--- src/rtl/bus_sequencer.sv ---
// bus_sequencer: multi-cycle control sequencer for the shared 32-bit datapath bus.
// Steps fetch (T0-T2) and execute (T3-T7) for the instruction held in ir. Each
// T-state drives at most one bus source plus the matching load strobes, and
// stalls in memory states until mem_ready (or a timeout sends it to FAULT).
// Ports:
//   clock, reset_n           rising-edge clock, asynchronous active-low reset
//   run                      start/continue; sampled only at instruction boundaries
//   ir[31:0]                 opcode [31:27], ra [26:23], rb [22:19], rc [18:15]
//   mem_ready                memory completed the current read/write
//   src_en[23:0]             one-hot bus sources R0..R15, MDR, HI, LO, Zhigh, Zlow, PC, InPort, C
//   reg_in[15:0]             register-file load enables
//   pc_in .. inc_pc          load/increment strobes
//   mem_read, mem_write      memory requests
//   alu_op[4:0]              ALU opcode during the ALU T-state, else 0
//   busy, halted, fault      status
module bus_sequencer #(
  parameter int MEM_WAIT_MAX = 15,
  parameter int LINK_REG     = 15
) (
  input  logic        clock,
  input  logic        reset_n,
  input  logic        run,
  input  logic [31:0] ir,
  input  logic        mem_ready,
  output logic [23:0] src_en,
  output logic [15:0] reg_in,
  output logic        pc_in,
  output logic        ir_in,
  output logic        mar_in,
  output logic        mdr_in,
  output logic        y_in,
  output logic        z_in,
  output logic        hi_in,
  output logic        lo_in,
  output logic        inc_pc,
  output logic        mem_read,
  output logic        mem_write,
  output logic [4:0]  alu_op,
  output logic        busy,
  output logic        halted,
  output logic        fault
);

  // T-states are numbered consecutively so "advance" is state + 1.
  localparam logic [3:0] ST_IDLE  = 4'd0;
  localparam logic [3:0] ST_T0    = 4'd1;
  localparam logic [3:0] ST_T1    = 4'd2;
  localparam logic [3:0] ST_T2    = 4'd3;
  localparam logic [3:0] ST_T3    = 4'd4;
  localparam logic [3:0] ST_T4    = 4'd5;
  localparam logic [3:0] ST_T5    = 4'd6;
  localparam logic [3:0] ST_T6    = 4'd7;
  localparam logic [3:0] ST_T7    = 4'd8;
  localparam logic [3:0] ST_HALT  = 4'd9;
  localparam logic [3:0] ST_FAULT = 4'd10;

  localparam logic [4:0] OP_LD   = 5'b00000;
  localparam logic [4:0] OP_ST   = 5'b00010;
  localparam logic [4:0] OP_ADD  = 5'b00011;
  localparam logic [4:0] OP_SUB  = 5'b00100;
  localparam logic [4:0] OP_AND  = 5'b00101;
  localparam logic [4:0] OP_OR   = 5'b00110;
  localparam logic [4:0] OP_ADDI = 5'b01100;
  localparam logic [4:0] OP_MUL  = 5'b01111;
  localparam logic [4:0] OP_DIV  = 5'b10000;
  localparam logic [4:0] OP_JR   = 5'b10100;
  localparam logic [4:0] OP_JAL  = 5'b10101;
  localparam logic [4:0] OP_MFHI = 5'b10111;
  localparam logic [4:0] OP_MFLO = 5'b11000;
  localparam logic [4:0] OP_NOP  = 5'b11010;
  localparam logic [4:0] OP_HALT = 5'b11011;

  localparam int SRC_MDR = 16;
  localparam int SRC_HI  = 17;
  localparam int SRC_LO  = 18;
  localparam int SRC_ZHI = 19;
  localparam int SRC_ZLO = 20;
  localparam int SRC_PC  = 21;
  localparam int SRC_C   = 23;

  typedef struct packed {
    logic [23:0] src_en;
    logic [15:0] reg_in;
    logic        pc_in;
    logic        ir_in;
    logic        mar_in;
    logic        mdr_in;
    logic        y_in;
    logic        z_in;
    logic        hi_in;
    logic        lo_in;
    logic        inc_pc;
    logic        mem_read;
    logic        mem_write;
    logic [4:0]  alu_op;
    logic        busy;
    logic        halted;
    logic        fault;
  } ctrl_t;

  // Final execute T-state of each opcode; single-state ops end in T3.
  function automatic logic [3:0] last_state(input logic [4:0] op);
    case (op)
      OP_ADD, OP_SUB, OP_AND, OP_OR, OP_ADDI: last_state = ST_T5;
      OP_LD, OP_ST:                           last_state = ST_T7;
      OP_MUL, OP_DIV:                         last_state = ST_T6;
      OP_JAL:                                 last_state = ST_T4;
      default:                                last_state = ST_T3;
    endcase
  endfunction

  // Opcodes that enter the execute phase (halt and illegal codes do not).
  function automatic logic is_exec_op(input logic [4:0] op);
    case (op)
      OP_LD, OP_ST, OP_ADD, OP_SUB, OP_AND, OP_OR, OP_ADDI, OP_MUL, OP_DIV,
      OP_JR, OP_JAL, OP_MFHI, OP_MFLO, OP_NOP: is_exec_op = 1'b1;
      default:                                 is_exec_op = 1'b0;
    endcase
  endfunction

  logic [4:0] op_s;
  logic [3:0] ra_s, rb_s, rc_s;
  logic       mem_wait_s;
  logic       unused_s;
  logic [3:0] state_r, next_state_s;
  logic [7:0] wait_cnt_r, next_cnt_s;
  ctrl_t      ctrl_r, ctrl_s;

  assign op_s     = ir[31:27];
  assign ra_s     = ir[26:23];
  assign rb_s     = ir[22:19];
  assign rc_s     = ir[18:15];
  assign unused_s = ^ir[14:0];

  // States that hold on a memory handshake.
  assign mem_wait_s = (state_r == ST_T1) ||
                      ((state_r == ST_T6) && (op_s == OP_LD)) ||
                      ((state_r == ST_T7) && (op_s == OP_ST));

  // Next-state and wait-counter logic; the counter only survives a waiting cycle.
  always_comb begin
    next_state_s = state_r;
    next_cnt_s   = 8'd0;
    if (mem_wait_s && !mem_ready) begin
      if (wait_cnt_r == 8'(MEM_WAIT_MAX - 1)) begin
        next_state_s = ST_FAULT;
      end else begin
        next_cnt_s = wait_cnt_r + 8'd1;
      end
    end else begin
      case (state_r)
        ST_IDLE: begin
          if (run) next_state_s = ST_T0;
          else     next_state_s = ST_IDLE;
        end
        ST_T0, ST_T1: next_state_s = state_r + 4'd1;
        ST_T2: begin
          if (is_exec_op(op_s))     next_state_s = ST_T3;
          else if (op_s == OP_HALT) next_state_s = ST_HALT;
          else                      next_state_s = ST_FAULT;
        end
        ST_T3, ST_T4, ST_T5, ST_T6, ST_T7: begin
          if (state_r == last_state(op_s)) next_state_s = run ? ST_T0 : ST_IDLE;
          else                             next_state_s = state_r + 4'd1;
        end
        ST_HALT:  next_state_s = ST_HALT;
        ST_FAULT: next_state_s = ST_FAULT;
        default:  next_state_s = ST_FAULT;
      endcase
    end
  end

  // Moore decode of the strobes for the state being entered.
  always_comb begin
    ctrl_s = '0;
    case (next_state_s)
      ST_T0: begin
        ctrl_s.src_en[SRC_PC] = 1'b1;
        ctrl_s.mar_in = 1'b1;
        ctrl_s.inc_pc = 1'b1;
        ctrl_s.z_in   = 1'b1;
      end
      ST_T1: begin
        ctrl_s.src_en[SRC_ZLO] = 1'b1;
        ctrl_s.pc_in    = 1'b1;
        ctrl_s.mem_read = 1'b1;
        ctrl_s.mdr_in   = 1'b1;
      end
      ST_T2: begin
        ctrl_s.src_en[SRC_MDR] = 1'b1;
        ctrl_s.ir_in = 1'b1;
      end
      ST_T3: begin
        case (op_s)
          OP_ADD, OP_SUB, OP_AND, OP_OR, OP_ADDI, OP_LD, OP_ST: begin
            ctrl_s.src_en[rb_s] = 1'b1;
            ctrl_s.y_in = 1'b1;
          end
          OP_MUL, OP_DIV: begin
            ctrl_s.src_en[ra_s] = 1'b1;
            ctrl_s.y_in = 1'b1;
          end
          OP_MFHI: begin
            ctrl_s.src_en[SRC_HI] = 1'b1;
            ctrl_s.reg_in[ra_s]   = 1'b1;
          end
          OP_MFLO: begin
            ctrl_s.src_en[SRC_LO] = 1'b1;
            ctrl_s.reg_in[ra_s]   = 1'b1;
          end
          OP_JR: begin
            ctrl_s.src_en[ra_s] = 1'b1;
            ctrl_s.pc_in = 1'b1;
          end
          OP_JAL: begin
            ctrl_s.src_en[SRC_PC]   = 1'b1;
            ctrl_s.reg_in[LINK_REG] = 1'b1;
          end
          default: ctrl_s.src_en = 24'd0;
        endcase
      end
      ST_T4: begin
        case (op_s)
          OP_ADD, OP_SUB, OP_AND, OP_OR: begin
            ctrl_s.src_en[rc_s] = 1'b1;
            ctrl_s.alu_op = op_s;
            ctrl_s.z_in   = 1'b1;
          end
          OP_ADDI: begin
            ctrl_s.src_en[SRC_C] = 1'b1;
            ctrl_s.alu_op = op_s;
            ctrl_s.z_in   = 1'b1;
          end
          // Effective address = rb + constant, always computed with add.
          OP_LD, OP_ST: begin
            ctrl_s.src_en[SRC_C] = 1'b1;
            ctrl_s.alu_op = OP_ADD;
            ctrl_s.z_in   = 1'b1;
          end
          OP_MUL, OP_DIV: begin
            ctrl_s.src_en[rb_s] = 1'b1;
            ctrl_s.alu_op = op_s;
            ctrl_s.z_in   = 1'b1;
          end
          OP_JAL: begin
            ctrl_s.src_en[ra_s] = 1'b1;
            ctrl_s.pc_in = 1'b1;
          end
          default: ctrl_s.src_en = 24'd0;
        endcase
      end
      ST_T5: begin
        case (op_s)
          OP_ADD, OP_SUB, OP_AND, OP_OR, OP_ADDI: begin
            ctrl_s.src_en[SRC_ZLO] = 1'b1;
            ctrl_s.reg_in[ra_s]    = 1'b1;
          end
          OP_LD, OP_ST: begin
            ctrl_s.src_en[SRC_ZLO] = 1'b1;
            ctrl_s.mar_in = 1'b1;
          end
          OP_MUL, OP_DIV: begin
            ctrl_s.src_en[SRC_ZLO] = 1'b1;
            ctrl_s.lo_in = 1'b1;
          end
          default: ctrl_s.src_en = 24'd0;
        endcase
      end
      ST_T6: begin
        case (op_s)
          OP_LD: begin
            ctrl_s.mem_read = 1'b1;
            ctrl_s.mdr_in   = 1'b1;
          end
          OP_ST: begin
            ctrl_s.src_en[ra_s] = 1'b1;
            ctrl_s.mdr_in = 1'b1;
          end
          OP_MUL, OP_DIV: begin
            ctrl_s.src_en[SRC_ZHI] = 1'b1;
            ctrl_s.hi_in = 1'b1;
          end
          default: ctrl_s.src_en = 24'd0;
        endcase
      end
      ST_T7: begin
        case (op_s)
          OP_LD: begin
            ctrl_s.src_en[SRC_MDR] = 1'b1;
            ctrl_s.reg_in[ra_s]    = 1'b1;
          end
          OP_ST:   ctrl_s.mem_write = 1'b1;
          default: ctrl_s.src_en = 24'd0;
        endcase
      end
      ST_HALT:  ctrl_s.halted = 1'b1;
      ST_FAULT: ctrl_s.fault  = 1'b1;
      default:  ctrl_s.src_en = 24'd0;
    endcase
    if ((next_state_s == ST_IDLE) || (next_state_s == ST_HALT) || (next_state_s == ST_FAULT)) begin
      ctrl_s.busy = 1'b0;
    end else begin
      ctrl_s.busy = 1'b1;
    end
  end

  // State, wait counter and registered strobes; reset clears everything at once.
  always_ff @(posedge clock or negedge reset_n) begin
    if (!reset_n) begin
      state_r    <= ST_IDLE;
      wait_cnt_r <= 8'd0;
      ctrl_r     <= '0;
    end else begin
      state_r    <= next_state_s;
      wait_cnt_r <= next_cnt_s;
      ctrl_r     <= ctrl_s;
    end
  end

  assign src_en    = ctrl_r.src_en;
  assign reg_in    = ctrl_r.reg_in;
  assign pc_in     = ctrl_r.pc_in;
  assign ir_in     = ctrl_r.ir_in;
  assign mar_in    = ctrl_r.mar_in;
  assign mdr_in    = ctrl_r.mdr_in;
  assign y_in      = ctrl_r.y_in;
  assign z_in      = ctrl_r.z_in;
  assign hi_in     = ctrl_r.hi_in;
  assign lo_in     = ctrl_r.lo_in;
  assign inc_pc    = ctrl_r.inc_pc;
  assign mem_read  = ctrl_r.mem_read;
  assign mem_write = ctrl_r.mem_write;
  assign alu_op    = ctrl_r.alu_op;
  assign busy      = ctrl_r.busy;
  assign halted    = ctrl_r.halted;
  assign fault     = ctrl_r.fault;

endmodule

--- config.mk ---
export PLATFORM = sky130hd
export DESIGN_NAME = bus_sequencer
export DESIGN_NICKNAME = d
export VERILOG_FILES = /design/src/rtl/bus_sequencer.sv
export SDC_FILE = /design/constraint.sdc
export NUM_CORES = 1
export LEC_CHECK = 0
export CAP_MARGIN = 30
export CORE_MARGIN = 5
export CORE_UTILIZATION = 46
export DETAILED_ROUTE_END_ITERATION = 7
export PLACE_DENSITY_LB_ADDON = 0.12
export SLEW_MARGIN = 10
export SYNTH_ARGS = -nofsm -noshare
export SYNTH_HDL_FRONTEND = slang
export SYNTH_SLANG_ARGS = --single-unit
--- constraint.sdc ---
create_clock -name clock -period 3.33 [get_ports clock]
set_clock_uncertainty 0.15 [all_clocks]
set_input_delay 0.666 -clock clock [delete_from_list [all_inputs] [get_ports clock]]
set_output_delay 0.666 -clock clock [all_outputs]
set_load 0.1 [all_outputs]
# Yosys cells after proc, flatten, opt, wreduce, memory -nomap -nowiden
# Memories as Yosys holds them, arrays and structs flattened.
# Cells that the tools add are included.
[totals]
ff_bits = 71
mem_bits_ro = 160
in_bits = 36
out_inout_bits = 59
elab_cells = 152
n_memories = 2
[classes]
add_sub_neg = 2
magnitude_cmp = 7
eq_ne = 34
mux = 61
reduce_logical = 27
[memory_table]
columns = ["memory", "depth", "width", "rd", "rd_clocked_by_memory_dff", "wr", "line_no", "rtl"]
rows = [
  ["(no name shown)", 32, 4, 1, 0, 0, "103", "case (op)"],
  ["(no name shown)", 32, 1, 1, 0, 0, "114", "case (op)"],
]
[op_table]
columns = ["cell", "n"]
rows = [
  ["$pmux W16 S3", 3],
  ["$mux W16", 3],
  ["$eq A4 B3 Y1 const B", 8],
  ["$pmux W16 S2", 1],
  ["$eq A5 B5 Y1 const B", 6],
  ["$mux W1", 26],
  ["$mux W4", 6],
  ["$eq A4 B4 Y1 const B", 5],
  ["$pmux W4 S5", 1],
  ["$lt A4 B6 Y1 const B", 3],
  ["$demux W1 S4", 4],
  ["$eq A4 B2 Y1 const B", 4],
  ["$mux W8", 2],
  ["$eq A5 B3 Y1 const B", 3],
  ["$mux W15", 1],
  ["$reduce_or A7 Y1", 2],
  ["$ge A4 B1 Y1 const B", 3],
  ["$eq A5 B2 Y1 const B", 2],
  ["$eq A5 B4 Y1 const B", 2],
  ["$pmux W1 S2", 5],
  ["$pmux W5 S2", 1],
  ["$reduce_or A5 Y1", 2],
  ["$pmux W1 S3", 3],
  ["$pmux W3 S3", 1],
  ["other kinds (18)", 34],
]

# Depth between registers and ports, before layout
# Gate-level depths: netlist of run 1.
[logic_depth]
depth_word = 14
mapped_depth = 14
ltp_nobuf = 10

# Least setup slack after synthesis of run 1
# No wires, ideal clock.
[synth_timing]
kind = "input to register"
from = "input port ir[27]"
to = "register ctrl_r, in the netlist reg_in[10]"
setup_time_ns = 0.121
t_arrival_ns = 3.246
required_time_ns = 3.059
slack_ns = -0.188
cell_stages = 13
n_path_buf = 3
path_cell_list = "inv_1 -> ha_1 -> buf_2 -> and4bb_1 -> or3_1 -> xnor2_1 -> a311o_1 -> and3_1 -> buf_2 -> and4b_1 -> o31ai_2 -> buf_2 -> nor2_1"
[synth_rtl]
columns = ["element", "line_no", "rtl"]
rows = [
  ["from (decl)", "23", "input logic [31:0] ir,"],
  ["to (signal assigned)", "316", "ctrl_r <= ctrl_s;"],
  ["to (decl)", "127", "ctrl_t ctrl_r, ctrl_s;"],
]

==> flow_summary.yaml, run 1 <==
status:
  status: "finished clean"
clocking:
  clock-sinks: 69
  cts_tree: "built"
  path_clk_slew_ns: 0.08
  cts-root-buf: "clkbuf_8"
  insertion_delay_ns: 0.35
  cts_setup_buffers: 0
  cts_buffers: 9
  htreeDepth: 3
  cts_buffer_depth: 2
  hold_buffers: 0
setup_path:
  crit_type: "in2reg"
  critPathRequiredTime_ns: 3.41
  r2r_setup_slack_ns: 0.16
  setup.worst_path.end_class: "flop"
  critical_path_buf_inv_count: 3
  crit_family: "compound AO/OA/AOI/OAI gates"
  cp_data_arrival_time_ns: 3.33
  cp-start-kind: "input pin"
  rr_startpoint: "state_r[0]"
  r2r_end: "reg_in[11]"
  critPathMaxFanout: 15
  cp_slowest_cell: "o31a_1"
  path_cells: "dlygate4sd2_1, mux2_2, a22o_1, xnor2_1, a31oi_1, o31a_1, nor4b_2, buf_4, o31ai_4, buf_12, nor2_1"
  reg2reg_depth: 10
  cp_slowest_stage_delay_ns: 0.40
synthesis:
  yosysMostFrequentCell: "dfrtp_1"
  syn-cell-area_sq_um: 4070
  ys_warn_count: 0
  avgSynthCellArea_sq_um: 8.90
  netlist_top_cells_area: "dfrtp_1 42%, nor2_1 5.4%, nand2_1 4.2%"
  synth.top_cells.by_count: "69 x dfrtp_1, 59 x nor2_1, 46 x nand2_1"
  synth-main-ff-cell: "dfrtp_1"
  synth_cell_types: 63
  ys_seq_area_share_pct: 42.4
  synth_top_area_share_pct: 42.4
  yosysTopAreaCell: "dfrtp_1"
  synth_edf_count: 0
  ys_async_sr_fraction_pct: 100
  syn-num-nets: 504
  postSynthCellCount: 457
  synth-seq-cells: 69
power:
  ir_worst_vdd_mv: 0.184
  power_switching_uw: 446
  intPower_uw: 1430
  p_per_area_nw_per_um2: 331
  power.leakage_uw: 0.00258
  p_seq_share_pct: 44.5
  pwr-share-clk_pct: 45.4
  power.share.switching_pct: 23.7
  p_comb_share_pct: 10.1
drt:
  drt_iter0_drc: 365
  post-route-drc-count: 0
  via_per_inst: 5.68
  ant_nets: 0
  num_vias: 4036
  wirelength_um: 12100
  detail_route.wl_per_cell_um: 17.0
  first_pass_iters: 5
cells_and_area:
  synthToLayoutAreaGrowth_pct: 39.7
  drive_gt1_share_pct: 31.7
  fillers: 737
  final_nets: 644
  n_antenna_cell: 0
  fin_area_sq_um: 5690
sta:
  layout_min_cycle_time_ns: 3.25
  worst_pin_slew_ns: 0.554
  max_freq_mhz: 308
  hold_viol: 0
  period_share_pct: 97.5
  fin_ws_ns: 0.0839
  relSlewSlack_pct: 63.0
  setup_viol: 0
  final_max_slew_viol_count: 0
grt:
  grt_pass1_wl_um: 19700
  grt-ovfl-total: 0
  grt_max_degree: 70
  grt_pass1_vias: 3822
  grt_util_all_layers_pct: 22.0
  antenna_found_initial: 0
placement:
  gp_congestion: 0.913
  placed_area_sq_um: 5390
  hpwlAfterDp_um: 8930
  dp_slack_ns: -0.708
  portBuffers: 78
worst_hold_path:
  worstHoldPathType: "in2async"
floorplanning:
  die_h_um: 104
  die_area_sq_um: 10800
  floorplan.initialDensity_pct: 46.9
  ios: 95
  row_count: 34
  die_w_um: 104
  core_sq_um: 8680
flow_run:
  cap_violations: 0
-- cells by family (layout without fill, tap and decap cells) --
group | after synthesis | in the layout | synth area share, %
AO/OA/AOI/OAI | 113 | 113 | 19.9
XOR/XNOR | 9 | 9 | 1.94
adder cells (fa/ha/maj) | 11 | 11 | 3.38
buffers and inverters | 45 | 190 | 5.07
flip-flops | 69 | 69 | 42.4
multiplexers | 5 | 5 | 1.29
other | 1 | 1 | 0.0922
AND/OR/NAND/NOR | 204 | 204 | 25.9
-- timing repair --
item | in CTS | in global routing
pin swaps | 0 | 2
endpoints found under the setup margin | 58 | 45
resized for setup | 14 | 15
-- worst max path at each step --
stage,from,to,slack (ns),cells past startpoint
2_1_floorplan,ir[28],alu_op[0],0.00005,13
3_3_place_gp,ir[28],reg_in[7],-0.60,11
3_5_place_dp,ir[27],alu_op[1],-0.71,9
4_1_cts,ir[28],src_en[9],0.009,12
5_1_grt,state_r[0],src_en[1],-0.007,11
6_report,ir[31],reg_in[11],0.08,11
-- metrics by stage --
step	utilization [%]	instances	hold WS [ns]	setup TNS, ns	total power [uW]
final	65.5	710	0.182	0	1880
after global routing	65.5	710	0.210	-0.00918	1960
after CTS	65.3	710	0.186	0	1900
after detailed placement	62.1	694	0.341	-35.64	1040
after global placement	62.1	694	0.344	-32.20	1040
after floorplan	-	457	0.220	0	938
-- layer usage --
layer / vias up / wire (um) / GRT usage, %
met1: 1885 / 5620 / 33.1
met3: 17 / 987 / 4.28
li1: 1947 / - / -
met2: 187 / 5330 / 32.6
met4: 0 / 129 / 5.27
met5: - / 0 / 0
-- area by class of cell --
class | instances | area, sq um | area share, %
repair buffers | 158 | 1260 | 22.2
clock buffers | 11 | 141 | 2.49
flip-flops and latches | 69 | 1730 | 30.4
clock inverters | 5 | 106 | 1.87
inverters | 16 | 70.1 | 1.23
multi-input cells | 343 | 2240 | 39.4
well taps | 108 | 135 | 2.38
-- power by group through the flow --
stage                     Clock, uW  Combinational (uW)  Sequential (uW)
after floorplan                   0                83.9              854
after global placement            0                 185              854
after detailed placement          0                 188              854
after CTS                       871                 189              837
after global routing            913                 206              837
final                           853                 189              837
-- registers in the layout, summed over array words and instances (netlist names), 4 cells and up --
signal	flops
alu_op	5
reg_in	16
src_en	22
state_r	4
wait_cnt_r	8
-- cells in the final DEF, fill, tap and decap left out, drive strengths merged, types with 3 or more instances in the layout --
cell           netlist  layout
nor3                 9       9
xnor2                4       4
clkbuf              13      13
nand2b               4       4
a21o                 3       3
mux2i                3       3
and3                 6       6
a21oi                9       9
o21ai               25      25
a221o                9       9
dfrtp               69      69
and2                 7       7
nor2                59      59
a22oi                4       4
o31ai                4       4
nand4                5       5
nand2               46      46
or3                  3       3
nor2b               15      15
nor4                 5       5
and4b                5       5
o221ai               7       7
a211oi               3       3
xor2                 5       5
clkdlybuf4s50        0      14
nor4b                4       4
o211ai              13      13
bufinv               0       3
nand3               25      25
o22ai               17      17
inv                 16      17
buf                 16     140
a31oi                4       4
ha                  11      11
Note: power is estimated with default switching activity, not from simulation.
==> inputs of run 2 (changes only) <==
ABC_AREA = 1   (was unset)
CORE_UTILIZATION = 47   (was 46)
SKIP_CTS_REPAIR_TIMING = 1   (was unset)
==> run 2 against run 1 <==
Clock-buffer cell count fell by 1. Non-clock buffer count shrank 32. Synthesized cell count up 41%. Global-route usage increased by 1.6 points. Sequential cell count stayed put. Final area increased by 5.4%. Wire length up 14%. Clock power shrank 12%. Total power is 5.2% lower. Register-to-register slack gained 0.45 ns. First-iteration DRC count is 3.0% higher. Critical path type unchanged. Highest routed layer unchanged.
==> flow_summary.yaml, run 2 <==
cells_and_area:
  post-route-util_pct: 61.6
  final_common_cell: "nor2_1"
  layout_common_cells: "118 x nor2_1, 113 x nand3_1, 96 x nand2_1, 96 x buf_4, 78 x inv_1"
  drive_gt1_share_pct: 20.3
  n_antenna_cell: 0
  largest_reg_flops: 22
  final_nets: 799
  final_cells: 890
  synthToLayoutAreaGrowth_pct: 28.3
floorplanning:
  die_w_um: 110
  ios: 95
  row_count: 36
  floorplan.initialDensity_pct: 48.0
  core_sq_um: 9730
  die_h_um: 110
  die_area_sq_um: 12000
power:
  p_per_area_nw_per_um2: 297
  power.leakage_uw: 0.00295
  power_uw: 1780
  ir_worst_vdd_mv: 0.198
setup_path:
  cp_slowest_cell: "clkdlybuf4s50_1"
  cp_data_arrival_time_ns: 3.25
  path_cells: "clkdlybuf4s50_1, inv_1, ha_1, nand2_1, nand2_1, nor2_1, nand2_1, nand2_1, nand2_1, nand2_1, nand2_2, nand2_1, nand3_1, nand2_1, nand2_1, nand2_4, nand2_2, nor2_8, buf_12, nand2_1, nand3_1"
  r2r_setup_slack_ns: 0.61
  setup.worst_path.end_class: "flop"
  cp-start-kind: "input pin"
  cp_slowest_stage_delay_ns: 0.54
  reg2reg_depth: 14
  critPathRequiredTime_ns: 3.46
  r2r_end: "src_en[16]"
  critical_path_buf_inv_count: 3
  rr_startpoint: "state_r[0]"
  critPathMaxFanout: 10
  crit_family: "simple AND/OR/NAND/NOR gates"
  crit_type: "in2reg"
  cpMostUsedCell: "nand2_1"
grt:
  grt-ovfl-total: 0
  grt_pass1_wl_um: 22100
  grt_max_degree: 38
  antenna_found_initial: 0
  grt_util_all_layers_pct: 23.6
  grt_pass1_vias: 4452
synthesis:
  synth-seq-cells: 69
  synth_top_area_share_pct: 37.0
  ys_seq_area_share_pct: 37.0
  syn-num-nets: 691
  avgSynthCellArea_sq_um: 7.25
  synth-main-ff-cell: "dfrtp_1"
  synth_edf_count: 0
  yosysTopAreaCell: "dfrtp_1"
  netlist_top_cells_area: "dfrtp_1 37%, nand3_1 12%, nor2_1 9.5%"
  ys_warn_count: 0
  ys_async_sr_fraction_pct: 100
  yosysMostFrequentCell: "nor2_1"
  postSynthCellCount: 644
  syn-cell-area_sq_um: 4670
  synth.top_cells.by_count: "118 x nor2_1, 113 x nand3_1, 96 x nand2_1"
  synth_cell_types: 40
placement:
  dp_slack_ns: -0.138
  portBuffers: 78
  placedCellCount: 873
  hpwlAfterDp_um: 10300
  gp_congestion: 0.933
drt:
  num_vias: 4849
  via_per_inst: 5.45
  first_pass_iters: 5
  ant_nets: 0
  detail_route.wl_per_cell_um: 15.4
  wirelength_um: 13700
  drt_iter0_drc: 376
  post-route-drc-count: 0
clocking:
  cts_buffers: 9
  insertion_delay_ns: 0.36
  cts_buffer_depth: 2
  cts_tree: "built"
  clock-sinks: 69
  path_clk_slew_ns: 0.08
  htreeDepth: 3
  cts-root-buf: "clkbuf_8"
sta:
  period_share_pct: 93.6
  rsz0062_at_grt: "no"
  max_freq_mhz: 321
  setup_viol: 0
  fin_ws_ns: 0.214
  hold_ws_ns: 0.216
  final_max_slew_viol_count: 0
  hold_viol: 0
  relSlewSlack_pct: 49.0
  layout_min_cycle_time_ns: 3.12
  worst_pin_slew_ns: 0.764
status:
  status: "finished clean"
flow_run:
  cap_violations: 0
worst_hold_path:
  worstHoldPathType: "in2async"
## run 2: metal layers
layer	GRT usage, %	routed length [um]	vias up
li1	-	-	2353
met1	33.8	6140	2279
met2	35.7	6240	200
met5	0	0	-
met3	4.93	1130	17
met4	7.66	216	0
## run 2: kinds of logic after synthesis
| logic type | Yosys count | share of synthesized area [%] |
|---|---|---|
| xor+xnor | 7 | 1.31 |
| buf+inv | 113 | 10.6 |
| other cells | 1 | 0.0803 |
| fa+ha+maj | 11 | 2.95 |
| simple gates | 388 | 38.9 |
| compound gates | 55 | 9.16 |
| flops | 69 | 37.0 |
## run 2: power breakdown
| group | internal, uW | switching, uW | leakage (uW) |
|---|---|---|---|
| Combinational | 61.1 | 130 | 0.00190 |
| Clock | 422 | 332 | 0.000107 |
| Sequential | 837 | 0 | 0.000949 |
| Total | 1320 | 462 | 0.00295 |
## run 2: worst max path at each step
stage	start	endpoint	depth (start not counted)
floorplan	ir[27]	src_en[0]	13
global placement	ir[28]	src_en[8]	21
detailed placement	ir[28]	src_en[6]	21
CTS	ir[28]	src_en[7]	21
global route	ir[27]	src_en[6]	21
finish	ir[28]	src_en[15]	21
## run 2: area by class of cell
class	count	area (sq um)
clock buffers	10	128
flip-flops and latches	69	1730
well taps	133	166
clock inverters	6	86.3
fillers	948	3740
repair buffers	126	1120
inverters	84	318
multi-input cells	462	2450
## run 2: per-stage QoR
step           setup TNS [ns]  area, sq um
2_1_floorplan               0         4670
3_3_place_gp            -2.21         5750
3_5_place_dp            -4.41         5750
4_1_cts                     0         5970
5_1_grt                     0         5990
6_report                    0         5990
